File: src/rtl/piano_pkg.sv
// Shared definitions for the piano note path: note code width, rest code,
// sequencer states and the layout of the {note, duration} write word.
package piano_pkg;

  localparam int NOTE_W = 6;
  localparam logic [NOTE_W-1:0] NOTE_REST = '0;

  // The duration sits in the low bits; the note code sits directly above it.
  localparam int DUR_LSB = 0;

  typedef enum logic [1:0] {
    IDLE = 2'd0,
    PLAY = 2'd1,
    GAP  = 2'd2
  } seq_state_e;

endpackage

File: src/rtl/note_fifo.sv
// Synchronous FIFO of {note, duration} words with exact occupancy count.
// SEQ_LOOP_EN: each popped word is re-pushed at the tail in the same cycle.
module note_fifo #(
  parameter int DEPTH = 16,
  parameter int WIDTH = 14
) (
  input  logic                     clk,
  input  logic                     rst_n,
  input  logic                     clear,
  input  logic                     push,
  input  logic [WIDTH-1:0]         push_data,
  input  logic                     pop,
  output logic [WIDTH-1:0]         head,
  output logic [$clog2(DEPTH):0]   count,
  output logic                     empty,
  output logic                     full,
  output logic                     overflow
);

  localparam int PTR_W = $clog2(DEPTH);
  localparam int CNT_W = PTR_W + 1;

  logic [WIDTH-1:0] mem [DEPTH];
  logic [PTR_W-1:0] rd_ptr;
  logic [PTR_W-1:0] wr_ptr;
  logic             pop_ok;
  logic             push_ok;
  logic             loop_push;

  assign empty   = (count == '0);
  assign full    = (count == CNT_W'(DEPTH));
  assign pop_ok  = pop && !empty && !clear;
  // Acceptance uses the occupancy at the start of the cycle, so a pop never frees room for a same-cycle write.
  assign push_ok = push && !full && !clear;
  assign head    = mem[rd_ptr];

`ifdef SEQ_LOOP_EN
  assign loop_push = pop_ok;
`else
  assign loop_push = 1'b0;
`endif

  // NOTE: the storage array has no reset; only pointers and count need a defined start.
  always_ff @(posedge clk) begin
    if (loop_push) mem[wr_ptr] <= head;
    if (push_ok)   mem[wr_ptr + PTR_W'(loop_push)] <= push_data;
  end

  always_ff @(posedge clk or negedge rst_n) begin
    if (!rst_n) begin
      rd_ptr   <= '0;
      wr_ptr   <= '0;
      count    <= '0;
      overflow <= 1'b0;
    end else if (clear) begin
      rd_ptr   <= '0;
      wr_ptr   <= '0;
      count    <= '0;
      overflow <= 1'b0;
    end else begin
      if (pop_ok) rd_ptr <= rd_ptr + PTR_W'(1);
      wr_ptr <= wr_ptr + PTR_W'(loop_push) + PTR_W'(push_ok);
      count  <= count + CNT_W'(push_ok) - CNT_W'(pop_ok && !loop_push);
      if (push && full) overflow <= 1'b1;
    end
  end

endmodule

File: src/rtl/note_sequencer.sv
// Plays queued {note, duration} words on the beat tick, with a rest gap after
// each note. SEQ_LOOP_EN: the queue replays forever until cleared.
module note_sequencer
  import piano_pkg::*;
#(
  parameter int DEPTH     = 16,
  parameter int GAP_TICKS = 1,
  parameter int DUR_W     = 8
) (
  input  logic                    iFpgaClock,
  input  logic                    iFpgaResetN,
  input  logic                    iBeatTick,
  input  logic                    iWrite,
  input  logic [NOTE_W+DUR_W-1:0] iWriteData,
  input  logic                    iPause,
  input  logic                    iClear,
  output logic [NOTE_W-1:0]       oTrack,
  output logic                    oBusy,
  output logic                    oEmpty,
  output logic                    oFull,
  output logic [$clog2(DEPTH):0]  oCount,
  output logic                    oOverflow
);

  localparam int WORD_W = NOTE_W + DUR_W;
  localparam int GAP_W  = (GAP_TICKS < 2) ? 1 : $clog2(GAP_TICKS + 1);

  seq_state_e        state;
  logic [NOTE_W-1:0] track_q;
  logic [DUR_W-1:0]  beat_cnt;
  logic [GAP_W-1:0]  gap_cnt;
  logic [WORD_W-1:0] head;
  logic [NOTE_W-1:0] head_note;
  logic [DUR_W-1:0]  head_dur;
  logic              tick;
  logic              note_end;
  logic              gap_end;
  logic              pop;

  note_fifo #(.DEPTH(DEPTH), .WIDTH(WORD_W)) u_fifo (
    .clk       (iFpgaClock),
    .rst_n     (iFpgaResetN),
    .clear     (iClear),
    .push      (iWrite),
    .push_data (iWriteData),
    .pop       (pop),
    .head      (head),
    .count     (oCount),
    .empty     (oEmpty),
    .full      (oFull),
    .overflow  (oOverflow)
  );

  assign head_note = head[DUR_W +: NOTE_W];
  assign head_dur  = head[DUR_LSB +: DUR_W];

  // NOTE: every always_comb output gets a default first so no path can infer a latch.
  always_comb begin
    tick     = iBeatTick && !iPause;
    note_end = 1'b0;
    gap_end  = 1'b0;
    if (state == PLAY) note_end = tick && (beat_cnt == DUR_W'(1));
    if (state == GAP)  gap_end  = tick && (gap_cnt == GAP_W'(1));
    pop = !oEmpty && !iPause && !iClear &&
          ((state == IDLE) || gap_end || (note_end && (GAP_TICKS == 0)));
  end

  // NOTE: sequential state uses non-blocking assignments only.
  always_ff @(posedge iFpgaClock or negedge iFpgaResetN) begin
    if (!iFpgaResetN) begin
      state    <= IDLE;
      track_q  <= NOTE_REST;
      beat_cnt <= '0;
      gap_cnt  <= '0;
    end else if (iClear) begin
      state    <= IDLE;
      track_q  <= NOTE_REST;
      beat_cnt <= '0;
      gap_cnt  <= '0;
    end else if (pop) begin
      beat_cnt <= head_dur;
      if (head_dur != '0) begin
        state   <= PLAY;
        track_q <= head_note;
      end else begin
        // A zero-length note skips straight to its articulation gap.
        state   <= (GAP_TICKS > 0) ? GAP : IDLE;
        gap_cnt <= GAP_W'(GAP_TICKS);
        track_q <= NOTE_REST;
      end
    end else begin
      case (state)
        PLAY: if (tick) begin
          if (note_end) begin
            state   <= (GAP_TICKS > 0) ? GAP : IDLE;
            gap_cnt <= GAP_W'(GAP_TICKS);
            track_q <= NOTE_REST;
          end else begin
            beat_cnt <= beat_cnt - DUR_W'(1);
          end
        end
        GAP: if (tick) begin
          if (gap_end) state <= IDLE;
          else         gap_cnt <= gap_cnt - GAP_W'(1);
        end
        default: ;
      endcase
    end
  end

  // Pause silences the output at once while the held note keeps its remaining beats.
  assign oTrack = iPause ? NOTE_REST : track_q;
  assign oBusy  = (state != IDLE);

endmodule

File: config.mk
export PLATFORM = sky130hd
export DESIGN_NAME = note_sequencer
export DESIGN_NICKNAME = d
export VERILOG_FILES = /design/src/rtl/piano_pkg.sv /design/src/rtl/note_fifo.sv /design/src/rtl/note_sequencer.sv
export SDC_FILE = /design/constraint.sdc
export NUM_CORES = 1
export LEC_CHECK = 0
export ABC_AREA = 1
export CAP_MARGIN = 20
export CORE_UTILIZATION = 60
export CTS_BUF_LIST = sky130_fd_sc_hd__clkbuf_4 sky130_fd_sc_hd__clkbuf_8
export DETAILED_ROUTE_END_ITERATION = 6
export GPL_TIMING_DRIVEN = 0
export PLACE_DENSITY = 0.87
export SETUP_SLACK_MARGIN = 0.1
export SYNTH_ARGS = -nofsm -noshare
export SYNTH_HDL_FRONTEND = slang
export SYNTH_SLANG_ARGS = --single-unit
File: constraint.sdc
create_clock -name iFpgaClock -period 3.55 [get_ports iFpgaClock]
set_input_delay 1.065 -clock iFpgaClock [delete_from_list [all_inputs] [get_ports iFpgaClock]]
set_output_delay 1.065 -clock iFpgaClock [all_outputs]
set_load 0.01 [all_outputs]
**Word-level counts from Yosys, hierarchy flattened**

Memory sizes are Yosys's and may differ from the RTL's.
Cells that the tools add are included.

- Register bits: 31
- Bits in writable memories: 224
- Input bits: 20
- Memories: 1

Memories:

| memory | words | width | read ports | clocked after Yosys merged registers in | wr ports | line | RTL |
|---|---|---|---|---|---|---|---|
| u_fifo.mem | 16 | 14 | 1 | 0 | 1 | note_fifo.sv:23 | `logic [WIDTH-1:0] mem [DEPTH];` |

- $add $sub $neg: 6
- Eq/ne operators: 11
- Mux-type cells: 38
- Reduce and logical (&&, ||, !) cells: 30

Operators with widths:

| kind | count |
|---|---|
| $mux W6 | 7 |
| $mux W8 | 5 |
| $ne A4 B3 Y1 const B | 5 |
| $mux W2 | 7 |
| $mux W1 | 13 |
| $mux W4 | 3 |
| $logic_and A1 B1 Y1 | 11 |
| $reduce_bool A3 Y1 | 3 |
| $eq A8 B1 Y1 const B | 1 |
| $reduce_bool A8 Y1 | 1 |
| $sub A8 B1 Y8 const B | 1 |
| $reduce_and A3 Y1 | 2 |
| $reduce_and A6 Y1 | 1 |
| $reduce_bool A2 Y1 | 3 |
| $add A5 B1 Y5 | 1 |
| $eq A5 B5 Y1 const B | 1 |
| $logic_not A5 Y1 | 1 |
| $mux W5 | 1 |
| $reduce_and A5 Y1 | 1 |
| $sub A5 B1 Y5 | 1 |
| $add A4 B1 Y4 | 1 |
| $add A4 B1 Y4 const B | 1 |
| $logic_not A1 Y1 | 4 |
| $pmux W2 S2 | 1 |
| 9 further kinds | 9 |

**Depth between registers and ports, before layout**

- Depth in word-level cells: 10
- Mapped depth: 20
- Gate-level depth less buffers: 19

**By module**

Synthesis repeated with hierarchy kept, for this count alone.

- Cell total of the unflattened synthesis: 1,166
- Area total of the unflattened synthesis: 11,523.6 um2

Modules (own cells, without submodules):

| module | instances | cells an instance | area an instance (um2) | seq. area each (um2) |
|---|---|---|---|---|
| note_fifo | 1 | 996 | 10,339.9 | 7,076.8 |
| note_sequencer | 1 | 170 | 1,183.6 | 425.4 |

**Least setup slack after synthesis**

No wires, ideal clock.

- Path type: input-to-reg
- Start: in iPause
- End: reg u_fifo.count[4]
- Setup time: 0.132 ns
- Data arrival time: 3.139 ns
- Data required time: 3.418 ns
- Path slack: 0.279 ns
- Cell stages on the path: 19
- Buffers on the path: 1
- Path through: inv_2 > nand2_1 > nor2_1 > nor2_1 > nor2_1 > nand3_2 > inv_1 > buf_2 > ha_1 > inv_1 > ha_1 > inv_1 > fa_1 > inv_1 > a21oi_1 > nor2_1 > nor2_1 > xor2_1 > nor2_1

- Word-level cells in the longest chain between the ends: 10
- Elaborated cells on any way between the ends: 12
- Classes of those cells: add/sub: 1; mux: 2; reduce/logical: 9

Ends and longest elaborated chain:

| what | line | RTL |
|---|---|---|
| start: declaration | note_sequencer.sv:15 | `input logic iPause,` |
| $logic_not A1 Y1 (*) | note_sequencer.sv:59, note_sequencer.sv:64 |  |
| $logic_and A1 B1 Y1 | note_sequencer.sv:59 | `tick = iBeatTick && !iPause;` |
| $logic_and A1 B1 Y1 | note_sequencer.sv:63 | `if (state == GAP) gap_end = tick && (gap_cnt == GAP_W'(1));` |
| $mux W1 | note_sequencer.sv:63 |  |
| $logic_or A1 B1 Y1 | note_sequencer.sv:65 | `((state == IDLE) \|\| gap_end \|\| (note_end && (GAP_TICKS == 0)));` |
| $logic_and A1 B1 Y1 (*) | note_sequencer.sv:64 | `pop = !oEmpty && !iPause && !iClear &&` |
| $logic_and A1 B1 Y1 (*) (2 in a row) | note_fifo.sv:32 | `assign pop_ok = pop && !empty && !clear;` |
| $sub A5 B1 Y5 (*) | note_fifo.sv:63 | `count <= count + CNT_W'(push_ok) - CNT_W'(pop_ok && !loop_push);` |
| $mux W5 (*) | note_fifo.sv:55 | `end else if (clear) begin` |
| end signal: assignment | note_fifo.sv:63 |  |
| end: declaration | note_fifo.sv:14 | `output logic [$clog2(DEPTH):0] count,` |

Every way passes the cells marked *; elsewhere a longest branch is shown, timed or not.
A chain may end at the register's enable or synchronous reset.

**Final worst setup path**

- Start: in iBeatTick
- End: reg u_fifo.count[4]

- Word-level cells in the longest chain between the ends: 9

Ends and longest elaborated chain:

| what | line | RTL |
|---|---|---|
| start: declaration | note_sequencer.sv:12 | `input logic iBeatTick,` |
| $logic_and A1 B1 Y1 | note_sequencer.sv:59 |  |
| $logic_and A1 B1 Y1 | note_sequencer.sv:63 |  |
| $mux W1 | note_sequencer.sv:63 |  |
| $logic_or A1 B1 Y1 | note_sequencer.sv:65 |  |
| $logic_and A1 B1 Y1 | note_sequencer.sv:64 |  |
| $logic_and A1 B1 Y1 (2 in a row) | note_fifo.sv:32 |  |
| $sub A5 B1 Y5 | note_fifo.sv:63 |  |
| $mux W5 | note_fifo.sv:55 |  |

No other way between the ends.

==> impl_metrics.env <==
export IMPL_cts_tree="yes"
export IMPL_m1WireLength_mm=10.1
export IMPL_ios=35
export IMPL_async_flop_share=0.122
export IMPL_final_layout_size_suffix_gt1_frac=0.117
export IMPL_mostFrequentLayoutCell="nand2_1"
export IMPL_track_usage=0.309
export IMPL_top_layer_used="met4"
export IMPL_maxSlewViolCount=0
export IMPL_fin_ws_ns=0.383
export IMPL_fmaxAchievable_ghz=0.316
export IMPL_synth_flop_cell="edfxtp_1"
export IMPL_met2_length_mm=12.9
export IMPL_post_cts_hold_buffer_count=0
export IMPL_first_pass_iters=6
export IMPL_wirelength_mm=27.6
export IMPL_cts_sinks=255
export IMPL_drv_cap=0
export IMPL_synth_cell_types=35
export IMPL_numCtsBuffers=41
export IMPL_tightest_slew_ns=1.12
export IMPL_numPortBuffers=33
export IMPL_critPathKind="input pin to flop"
export IMPL_grt_pass1_wl_mm=42.3
export IMPL_power_frac_seq=0.412
export IMPL_endpoint_kind="flop"
export IMPL_status="complete, no violations"
export IMPL_slew_headroom=0.253
export IMPL_clk_path_buf_depth=3
export IMPL_power_ir_vdd_worst_v=0.000472
export IMPL_hold_violations=0
export IMPL_p_leak_nw=4.82
export IMPL_syn_area_mm2=0.0109
export IMPL_gp_congestion=0.831
export IMPL_clock_power_share=0.287
export IMPL_n_antenna_cell=0
export IMPL_place_ws_ns=-0.656
export IMPL_cellPowerDensity_mw_per_mm2=678
export IMPL_period_share=0.892
export IMPL_antenna_found_initial=0
export IMPL_htreeDepth=2
export IMPL_drtAntennaViolNets=0
export IMPL_grt_overflow=0
export IMPL_ys_seq_area_frac=0.689
export IMPL_vias=8119
export IMPL_start_util=0.621
export IMPL_crit_fanout=10
export IMPL_p_comb_frac=0.301
export IMPL_dieWidth_um=137
export IMPL_synth_warnings=0
export IMPL_vias_per_cell=6.06
export IMPL_synth_seq_cells=255
export IMPL_synth_edff_count=224
export IMPL_hpwl_mm=17.5
export IMPL_min_path_type="flop to flop"
export IMPL_num_rows=48
export IMPL_grt_max_degree=17
export IMPL_coreArea_mm2=0.0175
export IMPL_clk_pin_slew_ns=0.06
export IMPL_dieArea_mm2=0.0187
export IMPL_wl_met3_mm=3.29
export IMPL_grt_setup_unrepaired="no"
export IMPL_drc_errors=0
export IMPL_worstSkewPairLatency_ns=0.56
export IMPL_total_power_mw=8.48
export IMPL_final_cell_mix="nand2_1, edfxtp_1, nor2_1"
export IMPL_arrival_ns=3.59
export IMPL_critPathLaunchType="input pin"
export IMPL_die_h_um=137
export IMPL_power_internal_mw=5.53
export IMPL_final_nets=1121
export IMPL_cp_required_ns=3.98
export IMPL_netlist_instances=991
export IMPL_period_minus_slack_ns=3.17
export IMPL_synth_avg_cell_area_um2=11.0
export IMPL_syn_num_nets=1026
export IMPL_grt_pass1_vias=7831
export IMPL_p_sw_mw=2.95
export IMPL_cts_root_buf="clkbuf_8"
export IMPL_power_switching_share=0.348
export IMPL_setup_viol=0
export IMPL_areaGrowthSynthToFinish_pct=14.9
export IMPL_avgRoutedWirePerCell_um=20.6
export IMPL_fin_skew_ns=0.0308
export IMPL_first_iter_violations=1215
## sequential cells by signal (all words and copies together) (netlist names)
| signal | cells |
|---|---|
| track_q | 6 |
| u_fifo.rd_ptr | 4 |
| u_fifo.count | 5 |
| beat_cnt | 8 |
| u_fifo.mem | 224 |
| u_fifo.wr_ptr | 4 |
| gap_cnt | 1 |
| state | 2 |
| u_fifo.overflow | 1 |
## timing repair
item                                   CTS  global route
pin swaps                                0             3
buffers inserted                         0             4
endpoints found under the hold margin    0             0
gates resized for setup                  3             5
setup endpoints to repair                2             1
## synth_stat cells, types with 2 or more instances
cell type,instances,area (um^2)
a21oi_1,59,295
a22oi_1,13,97.6
buf_1,6,22.5
buf_2,18,90.1
buf_4,6,45.0
buf_6,5,56.3
clkbuf_1,12,45.0
dfrtp_1,31,776
edfxtp_1,224,6730
ha_1,14,175
inv_1,53,199
inv_2,5,18.8
nand2_1,290,1090
nand2_2,2,12.5
nand3_1,87,435
nand4_1,2,12.5
nor2_1,98,368
nor3_1,4,20.0
o211ai_1,4,30.0
o21ai_0,32,160
o21ai_1,2,10.0
o22ai_1,6,37.5
xnor2_1,2,17.5
xor2_1,5,43.8
## power by group through the flow
stage,Combinational (mW),Sequential [mW],Clock [mW]
6_report,2.55,3.49,2.43
5_1_grt,2.79,3.51,2.55
4_1_cts,2.45,3.49,2.42
3_5_place_dp,2.40,3.55,0
3_3_place_gp,2.29,3.54,0
2_1_floorplan,1.58,3.54,0
## final cells by class
class                      instances  area (um^2)
sequential                       255         7500
clock inverter                    17          105
clock buffer                      54          662
buffer                            47          265
fill                            1086         5030
multi-input combinational        630         2920
timing repair buffer              52          548
tap                              225          282
inverter                          59          225
## per-stage QoR
stage               hold slack (ns)  utilization  area, um^2  std cells  setup TNS [ns]
floorplan                     0.441            -       10900        991               0
global placement              0.456        0.656       11500       1249          -20.21
detailed placement            0.471        0.667       11700       1264           -1.91
CTS                           0.485        0.711       12500       1335               0
global route                  0.516        0.713       12500       1339               0
finish                        0.484        0.713       12500       1339               0
## metal layers
metal  up-vias  track usage
met5         -            0
met4         0        0.149
met3       132       0.0641
met2       647        0.493
met1      3754        0.405
li1       3586            -
## cells by family after synthesis
kind of cell,share of synthesized area
and+or+nand+nor,0.181
DFF,0.689
AOI/OAI and AO/OA,0.0623
buffers and inverters,0.0442
adders and majority gates,0.0179
xor gates and xnor gates,0.00563
## critical path, cell delays in order
cell and delay [ns]:
clkdlybuf4s50_1 0.47, nand2_2 0.06, nor2_1 0.08, nor2_1 0.05, nor2_1 0.11, nand3_2 0.16
inv_4 0.09, buf_6 0.13, ha_1 0.23, inv_1 0.06, ha_1 0.14, inv_1 0.08
fa_2 0.36, inv_2 0.07, a21oi_1 0.06, nor2_1 0.14, nor2_1 0.07, xor2_1 0.13
nor2_1 0.05
## final timing paths
kind	startpoint	end	slack, ns	depth (start not counted)
min in group asynchronous	iFpgaResetN	u_fifo.wr_ptr[2]	1.00	1
min reg2reg	u_fifo.overflow	u_fifo.overflow	0.48	2
max reg2reg	state[0]	u_fifo.count[4]	0.56	20
min	u_fifo.overflow	u_fifo.overflow	0.48	2
max	iBeatTick	u_fifo.count[4]	0.38	19
max in group asynchronous	iFpgaResetN	state[1]	1.98	2
Power figures use the tool's default switching activity.
